**src/rtl/alu_pkg.sv**
```systemverilog
// Shared opcode encoding, flag bundle and pipeline depth for the ALU pipe.
package alu_pkg;

  // Pipeline depth: execute register (E) then output register (O).
  localparam int STAGES = 2;

  typedef enum logic [2:0] {
    OP_ADD = 3'b000,
    OP_SUB = 3'b001,
    OP_AND = 3'b010,
    OP_OR  = 3'b011,
    OP_XOR = 3'b100,
    OP_SHL = 3'b101,
    OP_SHR = 3'b110,
    OP_ADC = 3'b111
  } alu_op_e;

  typedef struct packed {
    logic c;  // carry / no-borrow / last bit shifted out
    logic z;  // result is zero
    logic o;  // signed overflow (arithmetic ops only)
    logic n;  // result MSB
  } alu_flags_t;

  // Only the adder ops write the carry register; logic and shift ops keep it.
  function automatic logic op_sets_carry(input logic [2:0] op);
    return (op == OP_ADD) || (op == OP_SUB) || (op == OP_ADC);
  endfunction

endpackage

```
**src/rtl/alu_pipe_if.sv**
```systemverilog
// Valid/ready request and result bus of the ALU pipe.
interface alu_pipe_if #(
  parameter int WIDTH = 16
);
  logic             in_valid;
  logic             in_ready;
  logic [WIDTH-1:0] opA;
  logic [WIDTH-1:0] opB;
  logic [2:0]       sel;
  logic             out_valid;
  logic             out_ready;
  logic [WIDTH-1:0] res;
  logic             flag_c;
  logic             flag_z;
  logic             flag_o;
  logic             flag_n;

  // Producer/consumer side (drives operations, accepts results).
  modport master (
    output in_valid, opA, opB, sel, out_ready,
    input  in_ready, out_valid, res, flag_c, flag_z, flag_o, flag_n
  );

  // ALU side.
  modport slave (
    input  in_valid, opA, opB, sel, out_ready,
    output in_ready, out_valid, res, flag_c, flag_z, flag_o, flag_n
  );
endinterface

```
**src/rtl/alu_core.sv**
```systemverilog
// Combinational ALU datapath: result and carry/zero/overflow/negative flags.
module alu_core
  import alu_pkg::*;
#(
  parameter int WIDTH = 16,
  parameter int SHW   = $clog2(WIDTH)
) (
  input  logic [WIDTH-1:0] i_a,
  input  logic [WIDTH-1:0] i_b,
  input  logic [2:0]       i_sel,
  input  logic             i_cin,
  output logic [WIDTH-1:0] o_res,
  output alu_flags_t       o_flg
);

  localparam logic [WIDTH-1:0] W_LIM = WIDTH'(WIDTH);

  logic [WIDTH-1:0] w_b;
  logic             w_cin;
  logic [WIDTH:0]   w_sum;
  logic             w_ovf;
  logic [SHW-1:0]   w_amt;
  logic [WIDTH:0]   w_shl;
  logic [WIDTH:0]   w_shr;
  logic             w_sh_zero;
  logic             w_sh_big;
  logic [WIDTH-1:0] w_res;
  logic             w_c;
  logic             w_o;

  // One shared adder: SUB is A + ~B + 1, ADC feeds the stored carry.
  always_comb begin
    w_b   = i_b;
    w_cin = 1'b0;
    case (i_sel)
      OP_SUB:  begin w_b = ~i_b; w_cin = 1'b1; end
      OP_ADC:  w_cin = i_cin;
      default: ;
    endcase
  end

  assign w_sum = {1'b0, i_a} + {1'b0, w_b} + {{WIDTH{1'b0}}, w_cin};
  // Overflow: both addends share a sign that the sum does not.
  assign w_ovf = (i_a[WIDTH-1] == w_b[WIDTH-1]) && (w_sum[WIDTH-1] != i_a[WIDTH-1]);

  // Shifts carry one guard bit so the last bit shifted out falls into it.
  assign w_sh_zero = (i_b == '0);
  assign w_sh_big  = (i_b >= W_LIM);
  assign w_amt     = i_b[SHW-1:0];
  assign w_shl     = {1'b0, i_a} << w_amt;
  assign w_shr     = {i_a, 1'b0} >> w_amt;

  // Result and carry selection per opcode.
  always_comb begin
    w_res = '0;
    w_c   = 1'b0;
    w_o   = 1'b0;
    case (i_sel)
      OP_ADD, OP_SUB, OP_ADC: begin
        w_res = w_sum[WIDTH-1:0];
        w_c   = w_sum[WIDTH];
        w_o   = w_ovf;
      end
      OP_AND: w_res = i_a & i_b;
      OP_OR:  w_res = i_a | i_b;
      OP_XOR: w_res = i_a ^ i_b;
      OP_SHL: begin
        if (w_sh_zero) begin
          w_res = i_a;
        end else if (!w_sh_big) begin
          w_res = w_shl[WIDTH-1:0];
          w_c   = w_shl[WIDTH];
        end
      end
      OP_SHR: begin
        if (w_sh_zero) begin
          w_res = i_a;
        end else if (!w_sh_big) begin
          w_res = w_shr[WIDTH:1];
          w_c   = w_shr[0];
        end
      end
      default: ;
    endcase
  end

  assign o_res = w_res;
  assign o_flg = '{c: w_c, z: (w_res == '0), o: w_o, n: w_res[WIDTH-1]};

endmodule

```
**src/rtl/alu_pipe.sv**
```systemverilog
// Two-stage valid/ready ALU pipe: compute into E on accept, E moves to O.
module alu_pipe
  import alu_pkg::*;
#(
  parameter int WIDTH = 16,
  parameter int SHW   = $clog2(WIDTH)
) (
  input  logic       clk,
  input  logic       rst,
  alu_pipe_if.slave  bus
);

  // Bit 1 = E holds an op, bit STAGES = O holds a result.
  logic [STAGES:1]  r_vld_pipe;
  logic [WIDTH-1:0] r_e_res;
  alu_flags_t       r_e_flg;
  logic [WIDTH-1:0] r_o_res;
  alu_flags_t       r_o_flg;
  logic             r_carry;

  logic [WIDTH-1:0] w_res;
  alu_flags_t       w_flg;
  logic             w_in_ready;
  logic             w_fire;

  alu_core #(
    .WIDTH (WIDTH),
    .SHW   (SHW)
  ) u_core (
    .i_a   (bus.opA),
    .i_b   (bus.opB),
    .i_sel (bus.sel),
    .i_cin (r_carry),
    .o_res (w_res),
    .o_flg (w_flg)
  );

  // Whole pipe advances unless a result sits in O unclaimed.
  assign w_in_ready = !(r_vld_pipe[STAGES] && !bus.out_ready);
  assign w_fire     = bus.in_valid && w_in_ready;

  assign bus.in_ready  = w_in_ready;
  assign bus.out_valid = r_vld_pipe[STAGES];
  assign bus.res       = r_o_res;
  assign bus.flag_c    = r_o_flg.c;
  assign bus.flag_z    = r_o_flg.z;
  assign bus.flag_o    = r_o_flg.o;
  assign bus.flag_n    = r_o_flg.n;

  // Pipe registers plus carry; the carry is written at accept time so a
  // following ADC already sees it without a bubble.
  always_ff @(posedge clk) begin
    if (rst) begin
      r_vld_pipe <= '0;
      r_e_res    <= '0;
      r_e_flg    <= '0;
      r_o_res    <= '0;
      r_o_flg    <= '0;
      r_carry    <= 1'b0;
    end else if (w_in_ready) begin
      r_vld_pipe <= {r_vld_pipe[STAGES-1:1], w_fire};
      r_o_res    <= r_e_res;
      r_o_flg    <= r_e_flg;
      if (w_fire) begin
        r_e_res <= w_res;
        r_e_flg <= w_flg;
        if (op_sets_carry(bus.sel)) r_carry <= w_flg.c;
      end
    end
  end

endmodule

```
**src/flat_wrapper.sv**
```systemverilog
// flat-port wrapper written by rule: the top's interface ports become plain ports
module alu_pipe_flat import alu_pkg::*;
#(
  parameter int WIDTH = 16,
  parameter int SHW   = $clog2(WIDTH)
)
  (clk, rst, bus_in_valid, bus_opA, bus_opB, bus_sel, bus_out_ready, bus_in_ready, bus_out_valid, bus_res, bus_flag_c, bus_flag_z, bus_flag_o, bus_flag_n);
  alu_pipe_if #(.WIDTH(WIDTH)) bus_i ();
  input  logic clk;
  input  logic rst;
  input wire logic [$bits(bus_i.in_valid)-1:0] bus_in_valid;
  input wire logic [$bits(bus_i.opA)-1:0] bus_opA;
  input wire logic [$bits(bus_i.opB)-1:0] bus_opB;
  input wire logic [$bits(bus_i.sel)-1:0] bus_sel;
  input wire logic [$bits(bus_i.out_ready)-1:0] bus_out_ready;
  output wire logic [$bits(bus_i.in_ready)-1:0] bus_in_ready;
  output wire logic [$bits(bus_i.out_valid)-1:0] bus_out_valid;
  output wire logic [$bits(bus_i.res)-1:0] bus_res;
  output wire logic [$bits(bus_i.flag_c)-1:0] bus_flag_c;
  output wire logic [$bits(bus_i.flag_z)-1:0] bus_flag_z;
  output wire logic [$bits(bus_i.flag_o)-1:0] bus_flag_o;
  output wire logic [$bits(bus_i.flag_n)-1:0] bus_flag_n;
  assign bus_i.in_valid = bus_in_valid;
  assign bus_i.opA = bus_opA;
  assign bus_i.opB = bus_opB;
  assign bus_i.sel = bus_sel;
  assign bus_i.out_ready = bus_out_ready;
  assign bus_in_ready = bus_i.in_ready;
  assign bus_out_valid = bus_i.out_valid;
  assign bus_res = bus_i.res;
  assign bus_flag_c = bus_i.flag_c;
  assign bus_flag_z = bus_i.flag_z;
  assign bus_flag_o = bus_i.flag_o;
  assign bus_flag_n = bus_i.flag_n;
  alu_pipe #(.WIDTH(WIDTH), .SHW(SHW)) u_core (.clk(clk), .rst(rst), .bus(bus_i));
endmodule
```
**config.mk**
```make
export PLATFORM = sky130hd
export DESIGN_NAME = alu_pipe_flat
export DESIGN_NICKNAME = d
export VERILOG_FILES = /design/src/rtl/alu_pkg.sv /design/src/rtl/alu_pipe_if.sv /design/src/rtl/alu_core.sv /design/src/rtl/alu_pipe.sv /design/src/flat_wrapper.sv
export SDC_FILE = /design/constraint.sdc
export NUM_CORES = 1
export LEC_CHECK = 0
export ABC_AREA = 1
export BUFFER_PORTS_ARGS = -buffer_cell sky130_fd_sc_hd__clkbuf_2
export CAP_MARGIN = 20
export CORE_AREA = 2 2 103 105
export DETAILED_ROUTE_END_ITERATION = 7
export DIE_AREA = 0 0 105 107
export GPL_TIMING_DRIVEN = 1
export MAX_ROUTING_LAYER = met4
export PLACE_DENSITY_LB_ADDON = 0.15
export SLEW_MARGIN = 10
export SYNTH_ARGS = -nofsm -noshare
export SYNTH_HDL_FRONTEND = slang
export SYNTH_HIERARCHICAL = 1
export SYNTH_SLANG_ARGS = --single-unit
```
**constraint.sdc**
```tcl
create_clock -name clk -period 3.32 [get_ports clk]
set_input_delay 0.332 -clock clk [delete_from_list [all_inputs] [get_ports clk]]
set_output_delay 0.332 -clock clk [all_outputs]
set_load 0.02 [all_outputs]
```
# Word-level counts from Yosys, hierarchy flattened
# Cells that the tools add are included.
op_classes:
  eq_ne: 9
  muxes: 13
  shifts: 2
  reduce_logical: 13
  addsub: 2
  n_bitwise: 5
  order_cmp: 1
ops:
  columns: ["op", "n"]
  rows:
  - ["$pmux 16 s6", 1]
  - ["$mux 16", 5]
  - ["$logic_not 16->1", 2]
  - ["$add 16x16->17", 1]
  - ["$add 17x1->17", 1]
  - ["$shl 16x4->17", 1]
  - ["$shr 17x4->17", 1]
  - ["$and 16x16->16", 1]
  - ["$ge 16x5->1 const B", 1]
  - ["$not 16->16", 1]
  - ["$or 16x16->16", 1]
  - ["$xor 16x16->16", 1]
  - ["$eq 3x3->1 const B", 4]
  - ["$eq 3x2->1 const B", 2]
  - ["$mux 1", 5]
  - ["$eq 3x1->1 const B", 1]
  - ["$logic_and 1x1->1", 3]
  - ["$logic_not 3->1", 1]
  - ["$pmux 1 s3", 1]
  - ["$reduce_and 3->1", 1]
  - ["$reduce_or 3->1", 1]
  - ["$logic_not 1->1", 2]
  - ["$logic_or 1x1->1", 2]
  - ["$pmux 1 s2", 1]
  - ["other kinds (4)", 4]
totals:
  elab_cells: 57
  output_inout_bits: 22
  reg_bits: 43
  input_bits: 39

# Logic depth before layout (Yosys ltp)
# Gate-level depths: netlist of the first run.
logic_depth:
  ltp_word: 7
  depth_mapped: 22
  ltp_nobuf: 21

# Hierarchy
# Netlist of the first run, hierarchy kept.
modules_own_cells:
  columns: ["module", "seq_area_each_um2", "cells_per_inst", "area_each_um2", "instances"]
  rows:
  - ["alu_core", 0.0, 749, 3856.2, 1]
  - ["alu_pipe", 860.8, 197, 1610.3, 1]

# Worst setup path after synthesis of the first run
# No wires, ideal clock.
synth_path:
  path_kind: "input -> register"
  from: "input bus_sel[2]"
  to: "register u_core.r_carry"
  n_path_buf: 2
  required_ps: 3256
  setup_slack_ps: 122
  arrival_ps: 3134
  cell_stages: 20
  setup_time_ps: 64
  path_cell_list: "buf_4 > nor2_1 > nand2_1 > xor2_1 > fa_1 > fa_1 > inv_1 > nand3_1 > nand2_1 > nand2_1 > nand2_1 > nand3_1 > nand2_1 > a21oi_1 > o31ai_1 > buf_4 > inv_1 > nand3_1 > nand2_1 > nor2_1"
synth_between:
  elab_chain_len: 5
  elab_cells_between_ends: 14
  classes_between: "add/sub (2); eq/ne (4); mux (3); reduce/logical (5)"
synth_rtl:
  columns: ["element", "line", "source"]
  rows:
  - ["start, declared", "flat_wrapper.sv:14", "input wire logic [$bits(bus_i.sel)-1:0] bus_sel;"]
  - ["$eq 3x1->1", "alu_core.sv:35, alu_core.sv:58", null]
  - ["$mux 16", "alu_core.sv:35", "case (i_sel)"]
  - ["$add 16x16->17", "alu_core.sv:42", "assign w_sum = {1'b0, i_a} + {1'b0, w_b} + {{WIDTH{1'b0}}, w_cin};"]
  - ["$add 17x1->17", "alu_core.sv:42", null]
  - ["$pmux 1 s3 *", "alu_core.sv:58", "case (i_sel)"]
  - ["via u_core.u_core.w_c", "alu_core.sv:28", "logic w_c;"]
  - ["end signal, assigned", "alu_pipe.sv:67", "if (op_sets_carry(bus.sel)) r_carry <= w_flg.c;"]
  - ["end, declared", "alu_pipe.sv:19", "logic r_carry;"]
# Mark *: on every way through the listed nets, which the timed path passes. The rest lies on a longest branch.
# A chain may end at the register's enable or synchronous reset.

==> results.json, run 1 <==
{
  "async_flop_share_pct": 0,
  "max_slew.worst_pin.slew_ps": 633,
  "place_inst": 1116,
  "n_fill_cell": 1093,
  "p_int_mw": 1.05,
  "io_buffers": 60,
  "clk_latency_ps": 300,
  "pwr-share-comb_pct": 45.0,
  "ff_latch_area_sq_um": 861,
  "fin_crit_ps": 2890,
  "synth.most_common_cell": "nand2_1",
  "area_growth_syn_to_layout_pct": 8.77,
  "drive_gt1_share_pct": 13.8,
  "die_x_um": 105,
  "start_kind": "input pin",
  "crit_type": "in2reg",
  "coreArea_sq_um": 10100,
  "critPathTopFamily": "simple AND/OR/NAND/NOR gates",
  "fin_util_pct": 58.9,
  "seq_power_share_pct": 32.5,
  "finalSetupTns_ps": 0,
  "ys_ff_latch": 43,
  "seq_area_frac_synth_pct": 15.7,
  "start_util_pct": 54.2,
  "vias": 6295,
  "fin_nets": 1077,
  "rows": 37,
  "synth-edff-count": 0,
  "syn_inst": 946,
  "switching_share_pct": 41.4,
  "worstHoldPathType": "in2reg",
  "finClkSkew_ps": 9.72,
  "grt_first_pass_wirelength_mm": 29.0,
  "clkPwrFrac_pct": 22.5,
  "hold_buffers": 0,
  "gp_congestion": 1.01,
  "max_freq_mhz": 346,
  "dp_hpwl_mm": 14.5,
  "vias_per_cell": 5.60,
  "grt-ovfl-total": 0,
  "grt_setup_unrepaired": "no",
  "min_period_over_period_pct": 87.2,
  "relSlewSlack_pct": 57.7,
  "r2r-start": "u_core/r_carry",
  "critPathArrivalTime_ps": 3130,
  "drtIter0Drc": 624,
  "switching_power_mw": 0.739,
  "h-tree-depth": 2,
  "grt_pass1_vias": 5537,
  "cts_num_sinks": 43,
  "synthTopCellsByCount": "nand2_1, nand3_1, nor2_1",
  "worstPathRequired_ps": 3550,
  "cpMostUsedCell": "nand2_1",
  "post_cts_resized": 0,
  "vdd_drop_max_mv": 0.224,
  "worstSetupStartpoint": "bus_sel[1]",
  "grtUsageTotal_pct": 33.3,
  "endpoint_kind": "flop",
  "cp_max_fo": 7,
  "maxCapViolations": 0,
  "cts.clk_slew.worst_paths_ps": 80,
  "synth_top_area_share_pct": 17.9,
  "synth_cell_types": 40,
  "grt_max_degree": 42,
  "min_from": "rst",
  "fp.dieArea_sq_um": 11200,
  "path_buf_inv": 3,
  "power_density_nw_per_um2": 300,
  "synth.net_count": 1035,
  "max_stage_delay_ps": 430,
  "clockRootBuffer": "clkbuf_8",
  "drtAntennaViolNets": 0,
  "cts_inserted_buffers": 5,
  "worstPathCellList": "clkbuf_2 -> nor2_1 -> nand2_1 -> xor2_1 -> fa_1 -> fa_1 -> inv_1 -> nand3_1 -> nand2_1 -> nand2_1 -> nand2_1 -> inv_1 -> o211ai_1 -> nand3_1 -> nand2_1 -> nand2_1 -> nor2_1 -> nand2_1 -> nor2_1 -> o21ai_1 -> nor2_1",
  "instances_no_fill": 1125,
  "cts_buffer_depth": 2,
  "crit_slowest_cell": "fa_1",
  "multiInputGateArea_sq_um": 4010,
  "slew_violations": 0,
  "setup_violations": 0,
  "leakage_nw": 3.15,
  "antenna_found_initial": 0,
  "io_pins": 61,
  "synth.avg_cell_area_sq_um": 5.78,
  "num_antenna_cells": 0,
  "synth_flop_cell": "dfxtp_1",
  "avgRoutedWirePerCell_um": 16.1,
  "yosys_warnings": 6,
  "cts_tree": "built",
  "hold_ws_ps": 210,
  "routed_wl_mm": 18.1,
  "synthTopCellsByArea": "nand2_1, dfxtp_1, nand3_1",
  "synth_area_leader_cell": "nand2_1",
  "drc": 0,
  "syn_area_sq_um": 5470,
  "cts_setup_buffers": 0,
  "drtPass1Iterations": 6,
  "status": "complete, no violations",
  "hold_viol": 0,
  "die-height_um": 107
}
==> path summary, 6_finish.rpt <==
path / to / slack, ps / depth (start not counted)
worst max-delay path: u_core/r_e_flg[2] / 430 / 21
worst min-delay path: u_core/r_vld_pipe[1] / 210 / 2
worst max register to register: u_core/r_e_flg[2] / 570 / 18
worst min register to register: u_core/r_vld_pipe[1] / 460 / 2
==> per-layer routing <==
layer	part of all wire, %	vias up	track usage (%)
met1	48	2770	48.6
met5	0	-	-
li1	-	3184	-
met4	2.7	0	9.71
met2	41	303	47.4
met3	8.6	38	4.56
==> stage by stage <==
stage / area [sq um] / power (mW) / setup slack (ps)
final: 5950 / 1.78 / 426
after global placement: 5810 / 1.37 / 206
after floorplan: 5470 / 1.16 / 122
after global routing: 5950 / 1.91 / 109
after CTS: 5920 / 1.77 / 421
after detailed placement: 5810 / 1.37 / 107
==> power groups by stage <==
stage / Sequential [mW] / Combinational [mW] / Clock, mW
after CTS: 0.580 / 0.784 / 0.411
after global routing: 0.584 / 0.902 / 0.428
after floorplan: 0.609 / 0.547 / 0
final: 0.580 / 0.804 / 0.401
after detailed placement: 0.591 / 0.779 / 0
after global placement: 0.590 / 0.784 / 0
==> worst register-to-register path: cells and delay by family, from the launching register on <==
kind,cells,cell delay [ps]
AO/OA/AOI/OAI,3,360
AND/OR/NAND/NOR,11,950
buffers and inverters,2,160
flip-flops,1,360
adder cells (fa/ha/maj),2,840
==> placed cells by master, fill, tap and decap left out, types with 5 or more instances in the layout <==
cell type  count
nor2_2        23
inv_2         16
dfxtp_1       43
a21oi_1       39
clkbuf_8       5
clkbuf_2      60
nor3_1         8
nand3_1      137
inv_1         81
xor2_1        17
o2111ai_1      8
o21ai_1       18
nand2_1      261
ha_1          48
o211ai_1       7
nor2_1       116
o21ai_0       41
nand4_1       11
buf_4         14
==> sequential cells by signal, summed over array words and instances (netlist names) <==
signal	flops
u_core/bus.flag_c	1
u_core/bus.flag_n	1
u_core/bus.flag_o	1
u_core/bus.flag_z	1
u_core/bus.res	16
u_core/r_carry	1
u_core/r_e_flg	4
u_core/r_e_res	16
u_core/r_vld_pipe	2
==> final cells by class <==
class | instances | area share, %
multi-input combinational | 766 | 67.4
clock inverter | 3 | 0.737
inverter | 97 | 6.12
timing repair buffer | 75 | 7.28
tap | 136 | 2.86
clock buffer | 5 | 1.16
sequential | 43 | 14.5
==> cells by family (layout without fill, tap and decap cells) <==
family	Yosys count	in the layout	synth area share, %
AO/OA/AOI/OAI	128	128	13.4
buffers and inverters	137	180	11.0
adder cells (fa/ha/maj)	50	50	11.7
flip-flops	43	43	15.7
XOR/XNOR	18	18	2.88
AND/OR/NAND/NOR	570	570	45.2
(Power assumes the default switching activity.)
==> inputs of run 2 (changes only) <==
==> constraint.sdc (replaced) <==
create_clock -name clk -period 2.6 [get_ports clk]
set_input_delay 0.26 -clock clk [delete_from_list [all_inputs] [get_ports clk]]
set_output_delay 0.26 -clock clk [all_outputs]
set_load 0.02 [all_outputs]
==> run 2 against run 1 <==
Net effect: clock skew down 4.6 ps; hold slack worse by 56 ps; register-to-register slack worse by 520 ps; first-iteration DRC count down 2.4%; critical path type is now reg2reg.
==> results.json, run 2 (synthesis gave the netlist of run 1 again) <==
{
  "hold_viol": 0,
  "start_kind": "flop",
  "h-tree-depth": 2,
  "worstPathCellList": "a32oi_2 -> fa_2 -> fa_2 -> inv_2 -> nand3_2 -> nand2_2 -> nand2_2 -> nand2_4 -> nand3_2 -> nand2_2 -> a21oi_2 -> o31ai_1 -> buf_4 -> inv_2 -> nand3_2 -> nand2_1 -> nor2_1",
  "use_met3_pct": 5.71,
  "max_slew.worst_pin.slew_ps": 618,
  "cts.clk_slew.worst_paths_ps": 80,
  "worstPathRequired_ps": 2820,
  "finalPower_mw": 2.35,
  "worstHoldPathType": "in2reg",
  "cts_inserted_buffers": 5,
  "fin_crit_ps": 2550,
  "avgRoutedWirePerCell_um": 15.5,
  "leakage_nw": 3.43,
  "cp_max_fo": 4,
  "grt_use_met1_pct": 47.4,
  "io_buffers": 60,
  "start_util_pct": 54.2,
  "endpoint_kind": "flop",
  "place_inst": 1171,
  "drtAntennaViolNets": 0,
  "rows": 37,
  "clk_latency_ps": 290,
  "num_antenna_cells": 0,
  "n_fill_cell": 1025,
  "die-height_um": 107,
  "drc": 0,
  "cts_tree": "built",
  "cts_num_sinks": 43,
  "drtIter0Drc": 609,
  "setup_violations": 0,
  "setup_ws_ps": 46.6,
  "dp_hpwl_mm": 14.7,
  "grtUsageMet2_pct": 50.0,
  "finClkSkew_ps": 5.11,
  "vias": 6490,
  "grt-ovfl-total": 0,
  "crit_slowest_cell": "fa_2",
  "die_x_um": 105,
  "mostFrequentLayoutCells": "nand2_1, nand3_1, nor2_1",
  "slew_violations": 0,
  "fin_nets": 1133,
  "status": "complete, no violations",
  "finalSetupTns_ps": 0,
  "fp.dieArea_sq_um": 11200,
  "drtPass1Iterations": 5,
  "final_common_cell": "nand2_1",
  "instances_no_fill": 1181,
  "critPathArrivalTime_ps": 2780,
  "cts_buffer_depth": 2,
  "antenna_found_initial": 0,
  "power_density_nw_per_um2": 364,
  "relSlewSlack_pct": 58.7,
  "global_route.peak_usage_layer": "met2",
  "crit_type": "reg2reg",
  "max_stage_delay_ps": 390,
  "clockRootBuffer": "clkbuf_8",
  "routed_wl_mm": 18.3,
  "vias_per_cell": 5.50,
  "coreArea_sq_um": 10100,
  "grt_pass1_vias": 5752,
  "io_pins": 61,
  "area_growth_syn_to_layout_pct": 18.0,
  "min_period_over_period_pct": 98.2,
  "grt_setup_unrepaired": "yes",
  "grt_first_pass_wirelength_mm": 29.2,
  "drive_gt1_share_pct": 20.2,
  "gp_congestion": 1.02,
  "vdd_drop_max_mv": 0.244,
  "max_freq_mhz": 392,
  "dp_slack_ps": -173,
  "grt_max_degree": 42,
  "maxCapViolations": 0,
  "grtUsageTotal_pct": 33.2
}
[run 2: changes by cell type in the layout (fill, tap and decap cells not counted), sizes merged]
cell	previous run	this run
clkinv	2	1
clkbuf	65	66
buf	15	71
bufinv	1	0
clkinvlp	0	1
[run 2: power breakdown]
part | leakage [nW] | total (mW) | switching (mW) | internal [mW]
combinational | 3.03 | 1.20 | 0.729 | 0.467
sequential | 0.355 | 0.739 | 0.0297 | 0.710
clock | 0.0412 | 0.410 | 0.223 | 0.188
total | 3.43 | 2.35 | 0.981 | 1.36
[run 2: path summary, 6_finish.rpt]
kind                   startpoint              endpoint  slack, ps  depth (start not counted)
max                u_core/r_carry        u_core/r_carry         50                         17
min                           rst  u_core/r_vld_pipe[1]        150                          2
max reg2reg        u_core/r_carry        u_core/r_carry         50                         17
min reg2reg  u_core/r_vld_pipe[1]  u_core/r_vld_pipe[1]        470                          2
[run 2: per-stage QoR]
stage	utilization (%)	hold slack, ps	instance area, sq um
after floorplan	-	329	5520
final	63.9	155	6450
after CTS	63.3	153	6390
after global placement	62.5	448	6310
after global routing	63.9	152	6450
after detailed placement	62.5	460	6310
[run 2: layout make-up]
class | count | area, sq um | area share (%)
Multi-Input combinational cell | 766 | 4080 | 63.3
Inverter | 97 | 364 | 5.64
Timing Repair Buffer | 131 | 883 | 13.7
Sequential cell | 43 | 865 | 13.4
Tap cell | 136 | 170 | 2.64
Clock buffer | 6 | 72.6 | 1.13
Clock inverter | 2 | 12.5 | 0.194
[run 2: metal layers]
metal,up-vias,share of wire (%)
met5,-,0
met4,0,1.2
met3,23,9.4
met2,305,42
met1,2881,48
li1,3281,-
[run 2: repair_timing]
item | in CTS | in global routing
pin swaps | 0 | 14
hold buffers | 0 | 0
endpoints found under the setup margin | 1 | 5
setup buffers | 0 | 2
resized for setup | 1 | 12
[run 2: critical path: cells and delay by family (launching register included)]
family,cells,cell delay [ps]
compound gates,3,400
fa+ha+maj,2,770
flops,1,380
simple gates,9,720
buf+inv,3,250
